**src/rtl/denetim_pkg.sv**
```systemverilog
// rtl/denetim_pkg.sv - shared states, instruction fields and ALU op codes for the controller
package denetim_pkg;

    typedef enum logic [2:0] {
        BOS   = 3'd0,
        GETIR = 3'd1,
        COZ   = 3'd2,
        YURUT = 3'd3,
        DUR   = 3'd4,
        BEKLE = 3'd5
    } durum_t;

    localparam logic [1:0] SINIF_ALU_REG = 2'b00;
    localparam logic [1:0] SINIF_ALU_IMM = 2'b01;
    localparam logic [1:0] SINIF_ATLA    = 2'b10;
    localparam logic [1:0] SINIF_DUR     = 2'b11;

    localparam int SINIF_MSB = 15;
    localparam int SINIF_LSB = 14;
    localparam int ISLEM_MSB = 13;
    localparam int ISLEM_LSB = 11;
    localparam int RD_LSB    = 9;
    localparam int IMM_MSB   = 7;
    localparam int IMM_LSB   = 0;

    localparam logic [2:0] TOPLA = 3'b000;
    localparam logic [2:0] CIKAR = 3'b001;
    localparam logic [2:0] ARTIR = 3'b010;
    localparam logic [2:0] AZALT = 3'b011;
    localparam logic [2:0] VE    = 3'b100;
    localparam logic [2:0] VEYA  = 3'b101;
    localparam logic [2:0] DEGIL = 3'b110;
    localparam logic [2:0] GECIR = 3'b111;

    function automatic logic alu_sinifi(input logic [1:0] sinif);
        return (sinif == SINIF_ALU_REG) || (sinif == SINIF_ALU_IMM);
    endfunction

endpackage

```
**src/rtl/yazmac_obegi.sv**
```systemverilog
// rtl/yazmac_obegi.sv - register file, two combinational reads and one synchronous write
module yazmac_obegi #(
    parameter int VERI_W   = 8,
    parameter int REG_SAYI = 4
) (
    input  logic                        clk,
    input  logic                        rst_n,
    input  logic [$clog2(REG_SAYI)-1:0] oku_a_adr,
    output logic [VERI_W-1:0]           oku_a_veri,
    input  logic [$clog2(REG_SAYI)-1:0] oku_b_adr,
    output logic [VERI_W-1:0]           oku_b_veri,
    input  logic                        yaz_en,
    input  logic [$clog2(REG_SAYI)-1:0] yaz_adr,
    input  logic [VERI_W-1:0]           yaz_veri
);

    logic [VERI_W-1:0] yazmac [REG_SAYI];

    always_ff @(posedge clk or negedge rst_n) begin
        if (!rst_n) begin
            for (int i = 0; i < REG_SAYI; i++) begin
                yazmac[i] <= '0;
            end
        end else if (yaz_en) begin
            yazmac[yaz_adr] <= yaz_veri;
        end
    end

    assign oku_a_veri = yazmac[oku_a_adr];
    assign oku_b_veri = yazmac[oku_b_adr];

endmodule

```
**src/rtl/denetim_birimi.sv**
```systemverilog
// rtl/denetim_birimi.sv - multicycle fetch/decode/execute controller; DENETIM_ADIM_EN adds single-step
module denetim_birimi
    import denetim_pkg::*;
#(
    parameter int VERI_W   = 8,
    parameter int PC_W     = 8,
    parameter int REG_SAYI = 4
) (
    input  logic              clk_in,
    input  logic              rst_n_in,
`ifdef DENETIM_ADIM_EN
    input  logic              adim_in,
`endif
    output logic              komut_istek_out,
    output logic [PC_W-1:0]   komut_adres_out,
    input  logic              komut_gecerli_in,
    input  logic [15:0]       komut_in,
    output logic [2:0]        islem_out,
    output logic [VERI_W-1:0] s1_out,
    output logic [VERI_W-1:0] s2_out,
    input  logic [VERI_W-1:0] sonuc_in,
    output logic              sifir_out,
    output logic              durdu_out
);

    localparam int RI_W = $clog2(REG_SAYI);

`ifdef DENETIM_ADIM_EN
    localparam durum_t DONUS = BEKLE;
`else
    localparam durum_t DONUS = GETIR;
`endif

    durum_t            durum, sonraki;
    logic [15:0]       komut;
    logic [PC_W-1:0]   pc;
    logic [1:0]        sinif;
    logic [2:0]        islem;
    logic [RI_W-1:0]   rd, rs;
    logic [7:0]        imm;
    logic [VERI_W-1:0] oku_a, oku_b;
    logic              yaz_en;
    logic              unused_ayrik;

    assign sinif        = komut[SINIF_MSB:SINIF_LSB];
    assign islem        = komut[ISLEM_MSB:ISLEM_LSB];
    assign rd           = komut[RD_LSB +: RI_W];
    assign rs           = komut[RI_W-1:0];
    assign imm          = komut[IMM_MSB:IMM_LSB];
    assign unused_ayrik = komut[8];

    assign komut_adres_out = pc;
    assign yaz_en          = (durum == YURUT) && alu_sinifi(sinif);

    yazmac_obegi #(
        .VERI_W   (VERI_W),
        .REG_SAYI (REG_SAYI)
    ) u_yazmac_obegi (
        .clk        (clk_in),
        .rst_n      (rst_n_in),
        .oku_a_adr  (rd),
        .oku_a_veri (oku_a),
        .oku_b_adr  (rs),
        .oku_b_veri (oku_b),
        .yaz_en     (yaz_en),
        .yaz_adr    (rd),
        .yaz_veri   (sonuc_in)
    );

    always_ff @(posedge clk_in or negedge rst_n_in) begin
        if (!rst_n_in) begin
            durum <= BOS;
        end else begin
            durum <= sonraki;
        end
    end

    always_comb begin
        sonraki         = durum;
        komut_istek_out = 1'b0;
        durdu_out       = 1'b0;
        case (durum)
            BOS:   sonraki = DONUS;
            GETIR: begin
                komut_istek_out = 1'b1;
                if (komut_gecerli_in) begin
                    sonraki = COZ;
                end
            end
            COZ:   sonraki = (sinif == SINIF_DUR) ? DUR : YURUT;
            YURUT: sonraki = DONUS;
            DUR:   durdu_out = 1'b1;
`ifdef DENETIM_ADIM_EN
            BEKLE: begin
                if (adim_in) begin
                    sonraki = GETIR;
                end
            end
`endif
            default: sonraki = BOS;
        endcase
    end

    // PC advances at fetch, so a jump target in YURUT overrides the sequential value
    always_ff @(posedge clk_in or negedge rst_n_in) begin
        if (!rst_n_in) begin
            pc        <= '0;
            komut     <= '0;
            islem_out <= '0;
            s1_out    <= '0;
            s2_out    <= '0;
            sifir_out <= 1'b0;
        end else begin
            case (durum)
                GETIR: begin
                    if (komut_gecerli_in) begin
                        komut <= komut_in;
                        pc    <= pc + PC_W'(1);
                    end
                end
                COZ: begin
                    if (alu_sinifi(sinif)) begin
                        islem_out <= islem;
                        s1_out    <= oku_a;
                        s2_out    <= (sinif == SINIF_ALU_REG) ? oku_b : VERI_W'(imm);
                    end
                end
                YURUT: begin
                    if (alu_sinifi(sinif)) begin
                        sifir_out <= (sonuc_in == '0);
                    end else if (sinif == SINIF_ATLA) begin
                        if (!islem[0] || sifir_out) begin
                            pc <= PC_W'(imm);
                        end
                    end
                end
                default: ;
            endcase
        end
    end

endmodule

```
**config.mk**
```make
export PLATFORM = sky130hd
export DESIGN_NAME = denetim_birimi
export DESIGN_NICKNAME = d
export VERILOG_FILES = /design/src/rtl/denetim_pkg.sv /design/src/rtl/yazmac_obegi.sv /design/src/rtl/denetim_birimi.sv
export SDC_FILE = /design/constraint.sdc
export NUM_CORES = 1
export LEC_CHECK = 0
export BUFFER_PORTS_ARGS = -buffer_cell sky130_fd_sc_hd__buf_2
export CORE_MARGIN = 2
export CORE_UTILIZATION = 45
export CTS_CLUSTER_DIAMETER = 120
export DETAILED_ROUTE_END_ITERATION = 8
export PLACE_DENSITY = 0.78
export SLEW_MARGIN = 30
export SYNTH_ARGS = -nofsm -noshare
export SYNTH_HDL_FRONTEND = slang
export SYNTH_HIERARCHICAL = 1
export SYNTH_SLANG_ARGS = --single-unit
```
**constraint.sdc**
```tcl
create_clock -name clk_in -period 3.9 [get_ports clk_in]
set_input_delay 0.39 -clock clk_in [delete_from_list [all_inputs] [get_ports clk_in]]
set_output_delay 0.39 -clock clk_in [all_outputs]
set_load 0.02 [all_outputs]
```
Yosys cells after proc, flatten, opt, wreduce, memory -nomap -nowiden
Index checks and enable logic that the tools add are counted.
{"block": "word_totals", "input_bits": 27, "elab_cells": 64, "output_inout_bits": 30, "mem_bits_rw": 0, "mem_count": 0, "regBits": 79, "latch_bits": 0, "mem_bits_ro": 0}
{"block": "classes", "bitwise_logic": 3, "eq_ne": 11, "n_mux": 20, "n_mul": 0, "n_div": 0, "magnitude_cmp": 3, "reduce_logical": 15, "addsub": 1, "n_shift": 0}
{"operator": "8-bit two-way mux", "n": 10}
{"operator": "8-bit binary-select mux with 2-bit select", "n": 2}
{"operator": "32-bit bitwise mux", "n": 1}
{"operator": "8-bit demux with 2-bit select", "n": 1}
{"operator": "8-bit one-hot mux with 2 select lines", "n": 1}
{"operator": "3-bit one-hot mux with 4 select lines", "n": 1}
{"operator": "8-bit by 1-bit adder with 8-bit output (second input constant)", "n": 1}
{"operator": "8-bit zero test", "n": 1}
{"operator": "2-bit AND reduction", "n": 4}
{"operator": "3-bit by 2-bit equality test with 1-bit output (second input constant)", "n": 2}
{"operator": "3-bit greater-or-equal comparator (second input constant)", "n": 2}
{"operator": "3-bit two-way mux", "n": 2}
{"operator": "2-bit NOT with 3-bit output", "n": 2}
{"operator": "5-bit AND reduction", "n": 1}
{"operator": "2-bit equality test (second input constant)", "n": 2}
{"operator": "2-bit by 1-bit inequality test with 1-bit output (second input constant)", "n": 2}
{"operator": "2-bit inequality test (second input constant)", "n": 2}
{"operator": "3-bit by 1-bit equality test with 1-bit output (second input constant)", "n": 1}
{"operator": "3-bit equality test (second input constant)", "n": 1}
{"operator": "3-bit zero test", "n": 1}
{"operator": "3-bit by 1-bit < comparator with 1-bit output (second input constant)", "n": 1}
{"operator": "2-bit by 1-bit equality test with 1-bit output (second input constant)", "n": 1}
{"operator": "1-bit logical AND", "n": 2}
{"operator": "2-bit zero test", "n": 1}
{"operator": "other kinds (6)", "n": 8}

Longest topological paths before layout
{"block": "logic_depth", "ltp_word": 6, "depth_mapped": 7, "ltp_nobuf": 5}

By module
Netlist, hierarchy kept.
{"mod": "denetim_birimi", "cells_each": 175, "area_per_inst_um2": 2072.0, "seq_area_each_um2": 1151.1, "n_inst": 1}
{"mod": "yazmac_obegi", "cells_each": 88, "area_per_inst_um2": 1590.3, "seq_area_each_um2": 800.8, "n_inst": 1}

Worst setup path before layout
OpenSTA, ideal clock, no wires.
{"block": "synth_path", "path_type": "register -> register", "start": "register durum[2]", "end": "register u_yazmac_obegi/yazmac[24] in the netlist's numbering", "period_less_slack_ps": 2170, "stages_incl_launch_ff": 8, "n_path_buf": 3, "path_slack_ps": 1730, "setup_time_ps": 125, "t_required_ps": 3775, "arrival_time_ps": 2045, "path_cell_list": "dfrtp_1 -> buf_2 -> nand3b_1 -> buf_2 -> buf_2 -> nor2_1 -> nor3b_4 -> mux2_2"}
{"block": "synth_via", "elab_chain_cells": 2}
{"element": "start, declared", "line": "denetim_birimi.sv:34", "source": "durum_t durum, sonraki;"}
{"element": "start signal, assigned", "line": "denetim_birimi.sv:74", "source": "durum <= sonraki;"}
{"element": "3-bit by 2-bit equality test with 1-bit output", "line": "denetim_birimi.sv:53", "source": "assign yaz_en = (durum == YURUT) && alu_sinifi(sinif);"}
{"element": "1-bit logical AND", "line": "denetim_birimi.sv:53"}
{"element": "named net yaz_en", "line": "denetim_birimi.sv:42", "source": "logic yaz_en;"}
{"element": "end signal, assigned by index", "line": "yazmac_obegi.sv:25", "source": "yazmac[yaz_adr] <= yaz_veri;"}
{"element": "end, declared", "line": "yazmac_obegi.sv:17", "source": "logic [VERI_W-1:0] yazmac [REG_SAYI];"}
The timed path passes the listed nets, and every way through them passes these cells.
A chain may end at the register's enable or synchronous reset.

Worst setup path in the final report
{"block": "layout_path", "start": "register durum[2]", "end": "register u_yazmac_obegi/yazmac[27] in the netlist's numbering"}
Same word-level chain as after synthesis.

==> metrics <==
Area Overhead vs Synth=16.0%; mean area per synthesized cell=13.9 um2; CTS Hold Bufs=0; worst skew pair latency=0.36 ns; Std-Cell Rows=32; relative slew slack=42.1%; CP required=4.14 ns; Leak=~1.8 nW; Crit. Startpoint=durum[2]; Final Hold Fails=0; cts repair resizes=0; Max VDD drop=0.381 mV; global-route wire length before repair=between 10000 and 15000 um; Reg-to-Reg Start=durum[2]; Mapped Area=3660 um2; GRT Residual Overflow=0; antenna diode count=0; CP bufs+invs=1; met1 GRT Util=~25%; largest net degree at the start of global routing=79; routability cong.=0.805; Cells after Synth=around 260; GRT Total Usage=18.1%; Placement Cell Area=around 4000 um2; met2 usage=27.6%; CP endpoint kind=flop; initial drt markers=about 130; number of fill cells=674; Die X-Extent=94.2 um; Final ANT Viol Nets=0; CP Cell Sequence=nand3b_1 > buf_4 > nor2_1 > nor3b_4 > mux2_2; Slew @ Worst Pin=0.869 ns; crit path to=u_yazmac_obegi/yazmac[27]; post-synthesis sequential area ratio=~53%; Multi-input gate area=1630 um2; dpl ws=1.61 ns; layout cell share with drive strength beyond 1=42.9%; Final Max Slew Viols=0; ys flop type=dfrtp_1; Layout Nets=346; PortBufs=between 50 and 60; cell area after layout=about 4200 um2; Via density=5.71; RSZ-0062 raised after global routing=no; vias=between 2000 and 2500; core footprint=7810 um2; Post-synth EDFFs=0; Synth cell types=39; Tmin final=2.33 ns; iteration count of the initial detailed-routing pass=4; die area=8880 um2; post-CTS setup buffers=0; CP startpoint kind=flop; R2R setup slack=1.57 ns; GRT busiest layer=met2; CTS Buf Count=9; min setup slack post-route=1.57 ns; initial antenna violation count=0; Crit Path Max Fanout=20; final wirelength=approximately 7500 um; Setup violations, final=0; Worst path max stage delay=0.52 ns; yosys warns=6; Hold WC Path Type=input pin to async pin; overall power=~0.0039 W; clock sink count=around 80; wire per inst=17.6 um; CTS H-tree depth=3; Worst Clk Skew=0.0134 ns; Final period util=roughly 60%; Post-Layout Cell Count=424; clock-pin slew of the registers on the worst-case setup and hold paths=0.08 ns; DRC viols=0; fmax=430 MHz; Root Buffer=clkbuf_8; r2r worst-path depth=5; worst reg2reg path endpoint=u_yazmac_obegi/yazmac[27]; Starting Density=46.9%; # IOs=57; asr flop ratio synth=100%; CP Class=flop to flop; Placed Cells incl. Taps=408; arrival time of the worst setup path=around 2.6 ns; slowest CP cell=nor3b_4; status=finished, final reports clean; met3 GRT Util=about 3.0%; CTS tree=yes; setup_tns=0 ns; Levels on crit path=5; vias in the first global route=2383; register area=1950 um2; crit-path leading delay family=simple AND/OR/NAND/NOR gates; dpl hpwl=5010 um; syn nets=between 200 and 300; max-cap violation count=0; Die Y-Extent=94.2 um; clk buf depth=2; post-synthesis register bit count=between 70 and 80; Pwr Density=911 nW/um2
[stage by stage]
stage                     utilization (%)  hold WS [ns]
after floorplan                         -        0.0944
after global placement               51.3         0.462
after detailed placement             51.3         0.471
after CTS                            54.2         0.222
after global routing                 54.4         0.137
final                                54.4        0.0630
[metal layers]
| layer | up-vias | wire [um] |
|---|---|---|
| met1 | 1230 | 3350 |
| met5 | - | 0 |
| met2 | 77 | 3550 |
| li1 | 1098 | - |
| met4 | 0 | 171 |
| met3 | 16 | 395 |
[Yosys cell counts, types with 2 or more instances]
master | count | area (um2)
nor4_1 | 2 | 12.5
buf_4 | 3 | 22.5
and3_1 | 2 | 12.5
nand2b_1 | 5 | 31.3
o22ai_1 | 2 | 12.5
buf_2 | 8 | 40.0
nand3b_1 | 2 | 15.0
mux2_1 | 16 | 180
a2bb2oi_1 | 3 | 26.3
buf_1 | 2 | 7.51
dfrtp_1 | 78 | 1950
nand2_1 | 9 | 33.8
nand3b_2 | 2 | 22.5
mux2_2 | 41 | 462
nor2_1 | 15 | 56.3
a31oi_1 | 2 | 12.5
nand3_1 | 6 | 30.0
mux2i_1 | 8 | 80.1
mux4_2 | 16 | 360
a21oi_1 | 17 | 85.1
o21ai_0 | 6 | 30.0
[logic make-up after synthesis]
kind of cell / synth area share (%)
adders and majority gates: 0.342
buffers and inverters: 2.12
and+or+nand+nor: 8.64
muxes: 29.6
AOI/OAI and AO/OA: 6.05
DFF: 53.3
[sequential cells by signal (all words and copies together), names as in the netlist]
signal,flops
s1_out,8
komut_adres_out,8
islem_out,3
s2_out,8
u_yazmac_obegi/yazmac,32
sifir_out,1
komut,15
durum,3
[how the worst min path moves through the flow]
stage | slack (ns) | to | cells after the start | startpoint
after CTS | 0.22 | u_yazmac_obegi/yazmac[21] | 1 | rst_n_in
final | 0.06 | u_yazmac_obegi/yazmac[21] | 1 | rst_n_in
after floorplan | 0.09 | durum[0] | 0 | rst_n_in
after global placement | 0.46 | komut[12] | 1 | komut[12]
after detailed placement | 0.47 | s1_out[4] | 1 | s1_out[4]
after global routing | 0.14 | u_yazmac_obegi/yazmac[20] | 1 | rst_n_in
[placed cells by master (no fill, tap or decap), types with 3 or more instances in the layout]
cell type / count
dfrtp_1: 78
a21oi_1: 17
mux4_2: 16
a2bb2oi_1: 3
o21ai_0: 6
nand2b_1: 5
mux2_1: 16
mux2_2: 41
buf_2: 54
nor2_1: 15
mux2i_1: 8
nand3_1: 6
nand2_1: 9
clkbuf_8: 11
[cell type report]
| type | instances | area share, % |
|---|---|---|
| Sequential cell | 78 | 45.9 |
| Clock inverter | 4 | 1.65 |
| Clock buffer | 11 | 3.56 |
| Multi-Input combinational cell | 170 | 38.4 |
| Timing Repair Buffer | 58 | 7.33 |
| Inverter | 1 | 0.0883 |
| Tap cell | 102 | 3.00 |
[power by group]
part	internal, W	switching [W]	total (W)	leakage (nW)
sequential	0.00121	0.000419	0.00163	0.914
combinational	0.000838	0.000723	0.00156	0.810
clock	0.000390	0.000286	0.000676	0.115
total	0.00244	0.00143	0.00387	1.84
Power figures use the tool's default switching activity.
